===== src/rtl/bus_master_pkg.sv =====
// Shared types and encodings for the bus initiator and its lane-steering helper.
package bus_master_pkg;

  typedef enum logic [2:0] {
    IDLE,
    BUS_RD,
    RD_DATA,
    BUS_WR,
    RESP
  } state_e;

  localparam logic [1:0] SZ_BYTE = 2'd0;
  localparam logic [1:0] SZ_HALF = 2'd1;
  localparam logic [1:0] SZ_WORD = 2'd2;

  localparam logic [31:0] RESET_VECTOR_DEFAULT = 32'hBFC0_0000;

  // Size 3 is not a legal access and is treated like a misaligned one.
  function automatic logic misaligned(input logic [1:0] size, input logic [1:0] addr_lo);
    case (size)
      SZ_BYTE: misaligned = 1'b0;
      SZ_HALF: misaligned = addr_lo[0];
      SZ_WORD: misaligned = (addr_lo != 2'b00);
      default: misaligned = 1'b1;
    endcase
  endfunction

endpackage


===== src/rtl/bus_lane_steer.sv =====
// Combinational byte-lane steering: store-data replication, byteenable, and load extraction.
module bus_lane_steer
  import bus_master_pkg::*;
(
  input  logic [1:0]  size,
  input  logic [1:0]  addr_lo,
  input  logic [31:0] wdata,
  input  logic [31:0] readdata,
  input  logic        is_signed,
  output logic [3:0]  byteenable,
  output logic [31:0] writedata,
  output logic [31:0] rdata
);

  logic [7:0]  lane_b;
  logic [15:0] lane_h;

  assign lane_b = readdata[{addr_lo, 3'b000} +: 8];
  assign lane_h = addr_lo[1] ? readdata[31:16] : readdata[15:0];

  always_comb begin
    byteenable = 4'b0000;
    writedata  = wdata;
    rdata      = 32'h0;
    case (size)
      SZ_BYTE: begin
        byteenable = 4'b0001 << addr_lo;
        writedata  = {4{wdata[7:0]}};
        rdata      = {{24{is_signed & lane_b[7]}}, lane_b};
      end
      SZ_HALF: begin
        byteenable = addr_lo[1] ? 4'b1100 : 4'b0011;
        writedata  = {2{wdata[15:0]}};
        rdata      = {{16{is_signed & lane_h[15]}}, lane_h};
      end
      SZ_WORD: begin
        byteenable = 4'b1111;
        rdata      = readdata;
      end
      default: ;
    endcase
  end

endmodule


===== src/rtl/bus_master_if.sv =====
// Avalon-style bus initiator arbitrating fetch and data requests from the core.
// Optional BUS_TIMEOUT_EN aborts a bus cycle stalled for TIMEOUT_CYCLES.
module bus_master_if
  import bus_master_pkg::*;
#(
  parameter logic [31:0] RESET_VECTOR = RESET_VECTOR_DEFAULT
`ifdef BUS_TIMEOUT_EN
  , parameter int unsigned TIMEOUT_CYCLES = 64
`endif
) (
  input  logic        clk,
  input  logic        reset,
  input  logic        ireq_valid,
  input  logic [31:0] ireq_addr,
  output logic        ireq_ready,
  input  logic        dreq_valid,
  input  logic        dreq_write,
  input  logic [1:0]  dreq_size,
  input  logic        dreq_signed,
  input  logic [31:0] dreq_addr,
  input  logic [31:0] dreq_wdata,
  output logic        dreq_ready,
  output logic        resp_valid,
  output logic        resp_is_data,
  output logic [31:0] resp_rdata,
  output logic        resp_err,
  output logic [31:0] address,
  output logic [3:0]  byteenable,
  output logic [31:0] writedata,
  output logic        write,
  output logic        read,
  input  logic        waitrequest,
  input  logic [31:0] readdata,
  output logic [31:0] last_addr
);

  state_e      state_q, state_d;
  logic [31:0] addr_q, wdata_q, rdata_q, last_addr_q;
  logic [1:0]  size_q;
  logic        signed_q, is_data_q, err_q;

  logic        accept_d, accept_i, accept, req_bad, req_write, req_signed, tmo_hit;
  logic [31:0] req_addr;
  logic [1:0]  req_size;
  logic [3:0]  steer_be;
  logic [31:0] steer_wd, steer_rdata;

  // Data port wins arbitration; nothing is accepted while reset is held.
  assign accept_d = reset && (state_q == IDLE) && dreq_valid;
  assign accept_i = reset && (state_q == IDLE) && !dreq_valid && ireq_valid;
  assign accept   = accept_d | accept_i;

  assign req_addr   = accept_d ? dreq_addr : ireq_addr;
  assign req_size   = accept_d ? dreq_size : SZ_WORD;
  assign req_write  = accept_d & dreq_write;
  assign req_signed = accept_d & dreq_signed;
  assign req_bad    = misaligned(req_size, req_addr[1:0]);

`ifdef BUS_TIMEOUT_EN
  logic [31:0] tmo_q;

  assign tmo_hit = waitrequest && (tmo_q == TIMEOUT_CYCLES - 1);

  // Cleared while idle so every bus cycle starts counting from zero.
  always_ff @(posedge clk) begin
    if (!reset) begin
      tmo_q <= 32'd0;
    end else if (state_q == IDLE) begin
      tmo_q <= 32'd0;
    end else if ((state_q == BUS_RD || state_q == BUS_WR) && waitrequest) begin
      tmo_q <= tmo_q + 32'd1;
    end
  end
`else
  assign tmo_hit = 1'b0;
`endif

  always_comb begin
    state_d = state_q;
    case (state_q)
      IDLE: begin
        if (accept) begin
          if (req_bad)        state_d = RESP;
          else if (req_write) state_d = BUS_WR;
          else                state_d = BUS_RD;
        end
      end
      BUS_RD: begin
        if (!waitrequest)  state_d = RD_DATA;
        else if (tmo_hit)  state_d = RESP;
      end
      RD_DATA: state_d = RESP;
      BUS_WR: begin
        if (!waitrequest || tmo_hit) state_d = RESP;
      end
      RESP:    state_d = IDLE;
      default: state_d = IDLE;
    endcase
  end

  always_ff @(posedge clk) begin
    if (!reset) begin
      state_q     <= IDLE;
      addr_q      <= 32'h0;
      size_q      <= SZ_BYTE;
      signed_q    <= 1'b0;
      wdata_q     <= 32'h0;
      is_data_q   <= 1'b0;
      err_q       <= 1'b0;
      rdata_q     <= 32'h0;
      last_addr_q <= RESET_VECTOR;
    end else begin
      state_q <= state_d;
      if (accept) begin
        addr_q      <= req_addr;
        size_q      <= req_size;
        signed_q    <= req_signed;
        wdata_q     <= dreq_wdata;
        is_data_q   <= accept_d;
        err_q       <= req_bad;
        rdata_q     <= 32'h0;
        last_addr_q <= req_addr;
      end
      if (state_q == RD_DATA) rdata_q <= steer_rdata;
      if (tmo_hit && (state_q == BUS_RD || state_q == BUS_WR)) err_q <= 1'b1;
    end
  end

  bus_lane_steer u_steer (
    .size       (size_q),
    .addr_lo    (addr_q[1:0]),
    .wdata      (wdata_q),
    .readdata   (readdata),
    .is_signed  (signed_q),
    .byteenable (steer_be),
    .writedata  (steer_wd),
    .rdata      (steer_rdata)
  );

  assign read         = (state_q == BUS_RD);
  assign write        = (state_q == BUS_WR);
  assign address      = {addr_q[31:2], 2'b00};
  assign byteenable   = (read | write) ? steer_be : 4'b0000;
  assign writedata    = write ? steer_wd : 32'h0;
  assign resp_valid   = (state_q == RESP);
  assign resp_err     = resp_valid & err_q;
  assign resp_is_data = is_data_q;
  assign resp_rdata   = rdata_q;
  assign ireq_ready   = accept_i;
  assign dreq_ready   = accept_d;
  assign last_addr    = last_addr_q;

endmodule


===== config.mk =====
export PLATFORM = sky130hd
export DESIGN_NAME = bus_master_if
export DESIGN_NICKNAME = d
export VERILOG_FILES = /design/src/rtl/bus_master_pkg.sv /design/src/rtl/bus_lane_steer.sv /design/src/rtl/bus_master_if.sv
export SDC_FILE = /design/constraint.sdc
export NUM_CORES = 1
export LEC_CHECK = 0
export CORE_ASPECT_RATIO = 1.1
export CORE_MARGIN = 5
export CORE_UTILIZATION = 40
export DETAILED_ROUTE_END_ITERATION = 10
export PLACE_DENSITY = 0.89
export SYNTH_ARGS = -nofsm -noshare
export SYNTH_HDL_FRONTEND = slang
export SYNTH_SLANG_ARGS = --single-unit

===== constraint.sdc =====
create_clock -name clk -period 2.05 [get_ports clk]
set_input_delay 0.615 -clock clk [delete_from_list [all_inputs] [get_ports clk]]
set_output_delay 0.615 -clock clk [all_outputs]
set_load 0.02 [all_outputs]

==> impl_metrics.py, run 1 <==
metrics = {
    "floorplan": {
        "core_sq_mm": 0.0133,
        "io_pins": 276,
        "dieArea_sq_mm": 0.0160,
        "die_y_um": 132,
        "rows": 44,
        "start_util": 0.410,
        "dieWidth_um": 121,
    },
    "power": {
        "cellLeakagePower_nw": 3.97,
        "p_per_area_mw_per_mm2": 756,
        "power_mw": 7.23,
        "max-vdd-ir-drop_uv": 517,
    },
    "critical_path": {
        "r2r_slack_ps": 40,
        "worstSetupStartpoint": "size_q[0]",
        "arrival_ps": 1620,
        "endpoint_kind": "output port",
        "crit_end": "writedata[29]",
        "required_ps": 1430,
        "startpoint_type": "register",
        "crit_path_max_fanout": 6,
        "worstReg2RegEnd": "resp_rdata[11]",
        "reg2reg_depth": 6,
        "crit_type": "reg -> out",
        "r2r_start": "addr_q[1]",
    },
    "route": {
        "drc": 0,
        "detail-route-antenna-nets": 0,
        "vias_per_cell": 5.33,
        "wl_per_cell_um": 18.5,
        "drt_iter0_markers": 527,
        "routed_wl_um": 21300,
        "num_vias": 6157,
        "first_pass_iters": 5,
    },
    "grt": {
        "grt_overflow": 0,
        "grt_usage": 0.247,
        "grt_pass1_wl_um": 31500,
        "grt_max_degree": 47,
        "antenna_found_initial": 1,
        "grt_pass1_vias": 6017,
    },
    "hold_path": {
        "hp-class": "reg -> reg",
        "worstHoldStart": "resp_rdata[2]",
    },
    "yosys": {
        "async_reset_ff_frac": 0,
        "synth_top_area_frac": 0.416,
        "synth_area_leaders": "dfxtp_1 (42%), nand2_1 (10%), mux2i_1 (3.7%)",
        "synth-edff-count": 0,
        "synthFlopType": "dfxtp_1",
        "ys_seq_elements": 113,
        "synth_top_area_cell": "dfxtp_1",
        "synth.cell_area_sq_mm": 0.00544,
        "ys_types": 52,
        "avgSynthCellArea_sq_um": 8.24,
        "syn_inst": 660,
        "yosysSeqAreaShare": 0.416,
        "yosysWarnings": 0,
    },
    "place": {
        "post-dp-hpwl_um": 15300,
        "placedCellCount": 1109,
        "gp_congestion": 0.887,
        "io_buffers": 273,
        "dpl_cell_area_sq_mm": 0.00861,
    },
    "clocking": {
        "numCtsBuffers": 17,
        "ctsHoldBuffers": 0,
        "clk_latency_ps": 410,
        "cts_num_sinks": 113,
        "cts_buffer_depth": 2,
        "cts_tree": "done",
        "cts-root-buf": "clkbuf_16",
        "cts_max_level": 4,
        "clk_pin_slew_ps": 50,
    },
    "outcome": {
        "violations": "setup timing",
        "status": "finished, violations left",
    },
    "timing": {
        "timing.final.crit_share": 1.09,
        "relSlewSlack": 0.481,
        "maxSlewViolCount": 0,
        "fin_crit_ps": 2230,
        "tightest_slew_ps": 777,
        "setup_ws_ps": -181,
        "finalHoldViolCount": 0,
        "setup_viol": 27,
        "finalClockSkew_ps": 6.82,
        "rsz0062_at_grt": "true",
        "fmax_ghz": 0.448,
    },
    "cells_and_area": {
        "drive_gt1_frac": 0.233,
        "nNetsFinal": 1094,
        "layout.cells.non_filler": 1155,
        "area_growth_pct": 75.8,
        "design_area_sq_mm": 0.00956,
    },
    "job": {
        "drv_cap": 0,
    },
}
[power breakdown]
| group | internal [mW] | leakage, nW | switching [mW] | total, mW |
|---|---|---|---|---|
| sequential | 2.36 | 0.926 | 0.117 | 2.47 |
| combinational | 1.01 | 2.76 | 0.945 | 1.95 |
| clock | 1.80 | 0.276 | 1.00 | 2.80 |
| total | 5.17 | 3.97 | 2.06 | 7.23 |
[Yosys cell counts, types with 3 or more instances]
cell,count
nand2_1,145
dfxtp_1,113
nor2_1,50
o21ai_0,38
clkbuf_1,27
buf_4,24
o21ai_1,24
a31oi_1,22
a21oi_1,21
buf_2,20
mux2i_1,20
and3_1,19
a21boi_1,17
a221o_1,16
a21boi_0,15
a211oi_2,8
a221oi_1,8
mux2_2,8
nor2b_1,8
a222oi_1,7
buf_6,4
nor3b_1,4
a22oi_1,3
and2_1,3
buf_1,3
inv_1,3
[kinds of logic after synthesis]
family / Yosys count / synth area share
compound gates: 190 / 0.241
buf+inv: 82 / 0.0835
flops: 113 / 0.416
mux: 29 / 0.0575
other cells: 1 / 0.000689
simple gates: 245 / 0.201
[timing repair]
action,CTS,global route
endpoints found under the setup margin,55,65
cloned,1,3
setup buffers,2,7
pin swaps,11,15
resized for setup,226,73
[worst min path at each step]
stage,depth (start not counted),endpoint
floorplan,2,wdata_q[18]
global placement,2,resp_rdata[7]
detailed placement,2,resp_rdata[2]
CTS,2,resp_rdata[2]
global route,2,wdata_q[22]
finish,2,resp_rdata[2]
[registers in the layout, indices dropped and copies added (netlist names)]
register	count
state_q	3
wdata_q	32
err_q	1
addr_q	32
resp_rdata	32
resp_is_data	1
size_q	2
last_addr	9
signed_q	1
[cell usage in the layout, fill, tap and decap left out, drive strengths merged, types with 10 or more instances in the layout]
cell type      count
mux2i             20
dfxtp            113
a211oi            10
a21boi            32
nand2            146
and3              19
clkdlybuf4s50    211
dlymetal6s2s      13
a221o             16
a21oi             21
o21ai             62
a31oi             22
buf              123
nor2              52
clkbuf            23
[layer usage]
layer / track usage / routed length (um) / part of all wire
met1: 0.280 / 7940 / 0.37
met5: 0 / 0 / 0
met2: 0.420 / 10600 / 0.50
met4: 0.127 / 1000 / 0.047
met3: 0.0678 / 1810 / 0.085
[critical path, cell delays in order, from the launching register on]
cell	delay (ps)
dfxtp_4	400
buf_12	140
mux2i_4	240
nor2_1	70
a21oi_1	140
nor2_1	50
buf_2	150
[layout make-up]
| type | instances | area [sq um] |
|---|---|---|
| Antenna cell | 1 | 2.50 |
| Clock buffer | 21 | 450 |
| Clock inverter | 11 | 114 |
| Fill cell | 973 | 3700 |
| Inverter | 4 | 20.0 |
| Multi-Input combinational cell | 466 | 2960 |
| Sequential cell | 113 | 2270 |
| Tap cell | 184 | 230 |
| Timing Repair Buffer | 355 | 3510 |
[through the flow]
| step | setup slack (ps) | TNS [ps] | utilization | hold slack, ps |
|---|---|---|---|---|
| floorplan | 3.81 | 0 | - | 435 |
| global placement | -627 | -41280 | 0.649 | 433 |
| detailed placement | -606 | -44780 | 0.649 | 442 |
| CTS | -170 | -3170 | 0.696 | 450 |
| global route | -227 | -4580 | 0.721 | 475 |
| finish | -181 | -2260 | 0.721 | 447 |
Note: power is estimated with default switching activity, not from simulation.
==> run 2, diff against run 1 <==
--- a/config.mk
+++ b/config.mk
@@ -10,6 +10,7 @@
 export CORE_UTILIZATION = 40
 export DETAILED_ROUTE_END_ITERATION = 10
 export PLACE_DENSITY = 0.89
+export SKIP_LAST_GASP = 1
 export SYNTH_ARGS = -nofsm -noshare
 export SYNTH_HDL_FRONTEND = slang
 export SYNTH_SLANG_ARGS = --single-unit
==> run 2 against run 1 <==
  * The run still ends with setup timing left
  * Fmax up 0.14%
  * Largest cell class unchanged
  * Highest routed layer unchanged
  * Final cell count down 0.43%
  * Critical path type unchanged
  * Count of clock-buffer cells in the layout unchanged
  * Total power down 0.73%
  * Largest power group unchanged
  * Non-clock buffer count down 5
  * Sequential power about the same
==> impl_metrics.py, run 2 (same netlist as run 1, synthesis figures left out) <==
metrics = {
    "cells_and_area": {
        "area_growth_pct": 73.6,
        "nNetsFinal": 1089,
        "final_cell_mix": "clkdlybuf4s50_1 (211), nand2_1 (140), dfxtp_1 (108)",
        "final_util": 0.712,
        "design_area_sq_mm": 0.00944,
        "layout_commonest_cell": "clkdlybuf4s50_1",
        "drive_gt1_frac": 0.221,
    },
    "power": {
        "power_frac_seq": 0.345,
        "switchingPower_mw": 2.04,
        "internal_power_mw": 5.14,
        "p_per_area_mw_per_mm2": 760,
        "max-vdd-ir-drop_uv": 516,
        "clkPwrFrac": 0.390,
        "cellLeakagePower_nw": 3.92,
        "pwr-share-comb": 0.265,
        "p_sw_frac": 0.283,
    },
    "critical_path": {
        "worstReg2RegEnd": "resp_rdata[9]",
        "cp_cell_sequence": "buf_12 -> mux2i_4 -> nor2_1 -> a21oi_1 -> nor2_1 -> buf_2",
        "crit_path_max_fanout": 6,
        "crit_type": "reg -> out",
        "max_stage_delay_ps": 400,
        "required_ps": 1430,
        "critPathSlowestCell": "dfxtp_4",
        "reg2reg_depth": 6,
        "r2r_start": "addr_q[1]",
        "startpoint_type": "register",
        "cpMostUsedCell": "nor2_1",
        "endpoint_kind": "output port",
        "r2r_slack_ps": 90,
        "arrival_ps": 1610,
    },
    "outcome": {
        "violations": "setup timing",
        "status": "finished, violations left",
    },
    "hold_path": {
        "hp-class": "reg -> reg",
        "hold_end": "resp_rdata[2]",
        "hold_depth": 2,
        "worstHoldStart": "resp_rdata[2]",
    },
    "place": {
        "io_buffers": 273,
        "post-dp-hpwl_um": 15300,
        "dpl_cell_area_sq_mm": 0.00861,
        "gp_congestion": 0.887,
    },
    "timing": {
        "fmax_ghz": 0.449,
        "rsz0062_at_grt": "true",
        "relSlewSlack": 0.504,
        "setup_ws_ps": -178,
        "maxSlewViolCount": 0,
        "fin_tns_setup_ps": -2420,
        "finalHoldViolCount": 0,
        "finalClockSkew_ps": 7.39,
        "setup_viol": 30,
        "tightest_slew_ps": 742,
        "timing.final.crit_share": 1.09,
        "fin_crit_ps": 2230,
    },
    "grt": {
        "grt_pass1_vias": 6003,
        "grt_pass1_wl_um": 31500,
        "grt_overflow": 0,
        "grt_max_degree": 47,
        "antenna_found_initial": 1,
        "grt_usage": 0.246,
    },
    "route": {
        "detail-route-antenna-nets": 0,
        "first_pass_iters": 5,
        "wl_per_cell_um": 18.1,
        "routed_wl_um": 20900,
        "num_vias": 6097,
        "vias_per_cell": 5.30,
        "drc": 0,
        "drt_iter0_markers": 576,
    },
    "job": {
        "drv_cap": 0,
    },
    "floorplan": {
        "rows": 44,
        "core_sq_mm": 0.0133,
        "dieWidth_um": 121,
        "start_util": 0.410,
        "die_y_um": 132,
        "dieArea_sq_mm": 0.0160,
        "io_pins": 276,
    },
    "clocking": {
        "clk_pin_slew_ps": 50,
        "clk_latency_ps": 420,
        "numCtsBuffers": 17,
        "ctsHoldBuffers": 0,
        "cts_tree": "done",
        "cts_buffer_depth": 2,
        "cts-root-buf": "clkbuf_16",
        "cts_num_sinks": 113,
        "cts_max_level": 4,
    },
}
-- run 2: power groups by stage --
stage	Combinational (mW)	Sequential (mW)	Clock (mW)
detailed placement	1.78	2.50	0
CTS	1.83	2.47	2.85
global route	2.03	2.49	2.97
finish	1.90	2.47	2.80
floorplan	0.803	2.60	0
global placement	1.75	2.50	0
-- run 2: final cells by class --
type,instances,area (sq um)
clock inverters,11,114
clock buffers,21,450
repair buffers,350,3440
diodes,1,2.50
fillers,1000,3820
multi-input cells,466,2910
well taps,184,230
inverters,4,20.0
flip-flops and latches,113,2270
-- run 2: worst max path at each step --
stage | to | startpoint | depth (start not counted) | slack, ps
CTS | writedata[28] | size_q[0] | 6 | -170
global placement | dreq_ready | dreq_valid | 4 | -630
global route | writedata[28] | size_q[0] | 6 | -230
detailed placement | dreq_ready | dreq_valid | 4 | -610
floorplan | ireq_ready | reset | 3 | 4
finish | writedata[29] | size_q[0] | 6 | -180
-- run 2: layer usage --
metal  track usage  vias up  wire [um]
met5             0        -          0
met4         0.127        0       1050
met3        0.0678       68       1850
met2         0.418      306      10100
met1         0.280     2830       7850
li1              -     2893          -
-- run 2: worst max-delay path, delay by kind of cell, from the launching register on --
family | cells | cell delay, ps
multiplexers | 1 | 240
buffers and inverters | 2 | 300
AND/OR/NAND/NOR | 2 | 120
flip-flops | 1 | 400
AO/OA/AOI/OAI | 1 | 140
-- run 2: timing repair --
action	4_1_cts	5_1_grt
buffers inserted	2	2
gates resized for setup	221	56
cloned	1	3
setup endpoints to repair	55	65
pin swaps	11	11
-- run 2: through the flow --
stage | hold WS [ps] | power [mW] | worst slack [ps] | std cells
floorplan | 435 | 3.40 | 3.81 | 661
global route | 475 | 7.49 | -230 | 1150
finish | 448 | 7.18 | -178 | 1150
detailed placement | 442 | 4.28 | -606 | 1109
CTS | 450 | 7.14 | -170 | 1144
global placement | 433 | 4.24 | -627 | 1109
==> run 3, diff against run 2 <==
--- a/config.mk
+++ b/config.mk
@@ -5,6 +5,7 @@
 export SDC_FILE = /design/constraint.sdc
 export NUM_CORES = 1
 export LEC_CHECK = 0
+export ABC_CLOCK_PERIOD_IN_PS = 2200
 export CORE_ASPECT_RATIO = 1.1
 export CORE_MARGIN = 5
 export CORE_UTILIZATION = 40
==> constraint.sdc (replaced) <==
create_clock -name clk -period 2.2 [get_ports clk]
set_input_delay 0.66 -clock clk [delete_from_list [all_inputs] [get_ports clk]]
set_output_delay 0.66 -clock clk [all_outputs]
set_load 0.02 [all_outputs]
==> run 3 against run 2 <==
  * The flow still finishes with violations (setup timing)
  * Sequential power fell by 6%
  * Non-clock buffer count did not move
  * Sequential share of layout area barely moved
  * Largest power group unchanged
  * Utilization fell by 0.094 points
  * Final area fell by 0.13%
  * Critical path type unchanged
  * Flip-flop and latch count did not move
  * First-iteration DRC count fell by 20%
  * Register-to-register slack improved by 20 ps
  * Final cell count barely moved
  * Total power rose by 1.1%
  * Critical path depth did not move
  * Global-route usage rose by 1.1 points
  * Highest routed layer unchanged
==> impl_metrics.py, run 3 (same netlist as run 1, synthesis figures left out) <==
metrics = {
    "timing": {
        "fin_crit_ps": 2240,
        "relSlewSlack": 0.490,
        "finalHoldViolCount": 0,
        "maxSlewViolCount": 0,
        "rsz0062_at_grt": "true",
        "finalClockSkew_ps": 7.68,
        "holdWs_ps": 452,
        "setup_viol": 6,
        "setup_ws_ps": -42.1,
        "fmax_ghz": 0.446,
        "timing.final.crit_share": 1.02,
        "tightest_slew_ps": 764,
    },
    "route": {
        "detail-route-antenna-nets": 0,
        "drc": 0,
        "num_vias": 6197,
        "wl_per_cell_um": 18.7,
        "routed_wl_um": 21500,
        "drt_iter0_markers": 459,
        "first_pass_iters": 6,
        "vias_per_cell": 5.39,
    },
    "grt": {
        "grt_pass1_vias": 6226,
        "grt_max_degree": 56,
        "met2_usage": 0.441,
        "antenna_found_initial": 0,
        "busiest_layer": "met2",
        "use_met1": 0.277,
        "grt_pass1_wl_um": 32600,
        "gr-usage-met3": 0.0742,
        "grt_usage": 0.257,
        "grt_overflow": 0,
    },
    "clocking": {
        "cts-root-buf": "clkbuf_16",
        "clk_pin_slew_ps": 50,
        "clk_latency_ps": 410,
        "cts_num_sinks": 113,
        "ctsHoldBuffers": 0,
        "cts_max_level": 4,
        "cts_tree": "done",
        "numCtsBuffers": 17,
        "cts_buffer_depth": 2,
    },
    "critical_path": {
        "crit_type": "reg -> out",
        "arrival_ps": 1580,
        "startpoint_type": "register",
        "crit_path_max_fanout": 6,
        "critPathSlowestCell": "dfxtp_4",
        "endpoint_kind": "output port",
        "cp_top_family": "buffers and inverters",
        "max_stage_delay_ps": 370,
        "cp_cell_sequence": "buf_16 -> nor2_4 -> buf_6 -> nand2_1 -> a21oi_1 -> buf_4",
        "path_buf_inv": 3,
        "required_ps": 1540,
    },
    "cells_and_area": {
        "drive_gt1_frac": 0.212,
        "final_util": 0.711,
        "final_cell_mix": "clkdlybuf4s50_1 (226), nand2_1 (141), dfxtp_1 (109)",
        "n_antenna_cell": 0,
        "area_growth_pct": 73.3,
        "nNetsFinal": 1089,
        "layout_commonest_cell": "clkdlybuf4s50_1",
        "num-fill-cells": 980,
        "layout.cells.non_filler": 1149,
    },
    "power": {
        "switchingPower_mw": 1.91,
        "p_per_area_mw_per_mm2": 770,
        "p_sw_frac": 0.263,
        "pwr-share-comb": 0.243,
        "max-vdd-ir-drop_uv": 487,
        "cellLeakagePower_nw": 3.77,
        "power_mw": 7.26,
        "power_frac_seq": 0.318,
        "clkPwrFrac": 0.439,
        "internal_power_mw": 5.35,
    },
    "outcome": {
        "status": "finished, violations left",
        "violations": "setup timing",
    },
    "floorplan": {
        "core_sq_mm": 0.0133,
        "dieArea_sq_mm": 0.0160,
        "dieWidth_um": 121,
        "start_util": 0.410,
        "io_pins": 276,
        "die_y_um": 132,
        "rows": 44,
    },
    "job": {
        "drv_cap": 0,
    },
    "place": {
        "placedCellCount": 1099,
        "gp_congestion": 0.874,
        "post-dp-hpwl_um": 15200,
        "io_buffers": 273,
    },
    "hold_path": {
        "hp-class": "reg -> reg",
    },
}
[run 3: cell types whose count changed in the layout (fill, tap and decap cells not counted), moves of 4 or more]
cell / delta
buf_2: +7
buf_4: -5
bufinv_16: +4
clkdlybuf4s50_1: +15
dlygate4sd2_1: -4
dlymetal6s2s_1: -11
[run 3: worst paths after layout]
| check | from | to | slack [ps] | depth (start not counted) |
|---|---|---|---|---|
| setup / recovery | size_q[0] | writedata[14] | -40 | 6 |
| hold / removal | resp_rdata[8] | resp_rdata[8] | 450 | 2 |
| setup reg to reg | state_q[2] | resp_is_data | 110 | 13 |
| hold reg to reg | resp_rdata[8] | resp_rdata[8] | 450 | 2 |
[run 3: final cells by class]
class,count,area (sq um),share of cell area
multi-input combinational,466,2860,0.304
clock buffer,23,488,0.0517
clock inverter,9,199,0.0211
timing repair buffer,350,3360,0.357
tap,184,230,0.0244
inverter,4,16.3,0.00172
sequential,113,2270,0.241
[run 3: repair_timing]
item / in CTS / in global routing
pin swaps: 10 / 12
resized for setup: 209 / 47
setup buffers: 15 / 1
gates cloned: 2 / 1
setup endpoints to repair: 43 / 72
[run 3: power groups by stage]
stage | Combinational (mW) | Sequential [mW] | Clock, mW
final | 1.77 | 2.31 | 3.19
after global routing | 1.88 | 2.32 | 3.34
after CTS | 1.72 | 2.30 | 3.24
after detailed placement | 1.62 | 2.34 | 0
after floorplan | 0.748 | 2.42 | 0
after global placement | 1.59 | 2.33 | 0
[run 3: through the flow]
| stage | TNS (ps) | worst slack, ps | instance area, sq um |
|---|---|---|---|
| 2_1_floorplan | 0 | 63.8 | 5450 |
| 5_1_grt | -1480 | -119 | 9430 |
| 3_5_place_dp | -21630 | -530 | 8510 |
| 6_report | -138 | -42.1 | 9430 |
| 4_1_cts | -899 | -97.6 | 9370 |
| 3_3_place_gp | -17010 | -527 | 8510 |
[run 3: routing by layer]
layer | vias up | part of all wire
li1 | 2885 | -
met1 | 2917 | 0.38
met2 | 316 | 0.49
met3 | 79 | 0.074
met4 | 0 | 0.054
met5 | - | 0
[run 3: tightest hold or removal path: stages (launching register included)]
cell and delay, ps:
dfxtp_1 300, nand2_1 50, o21ai_1 50
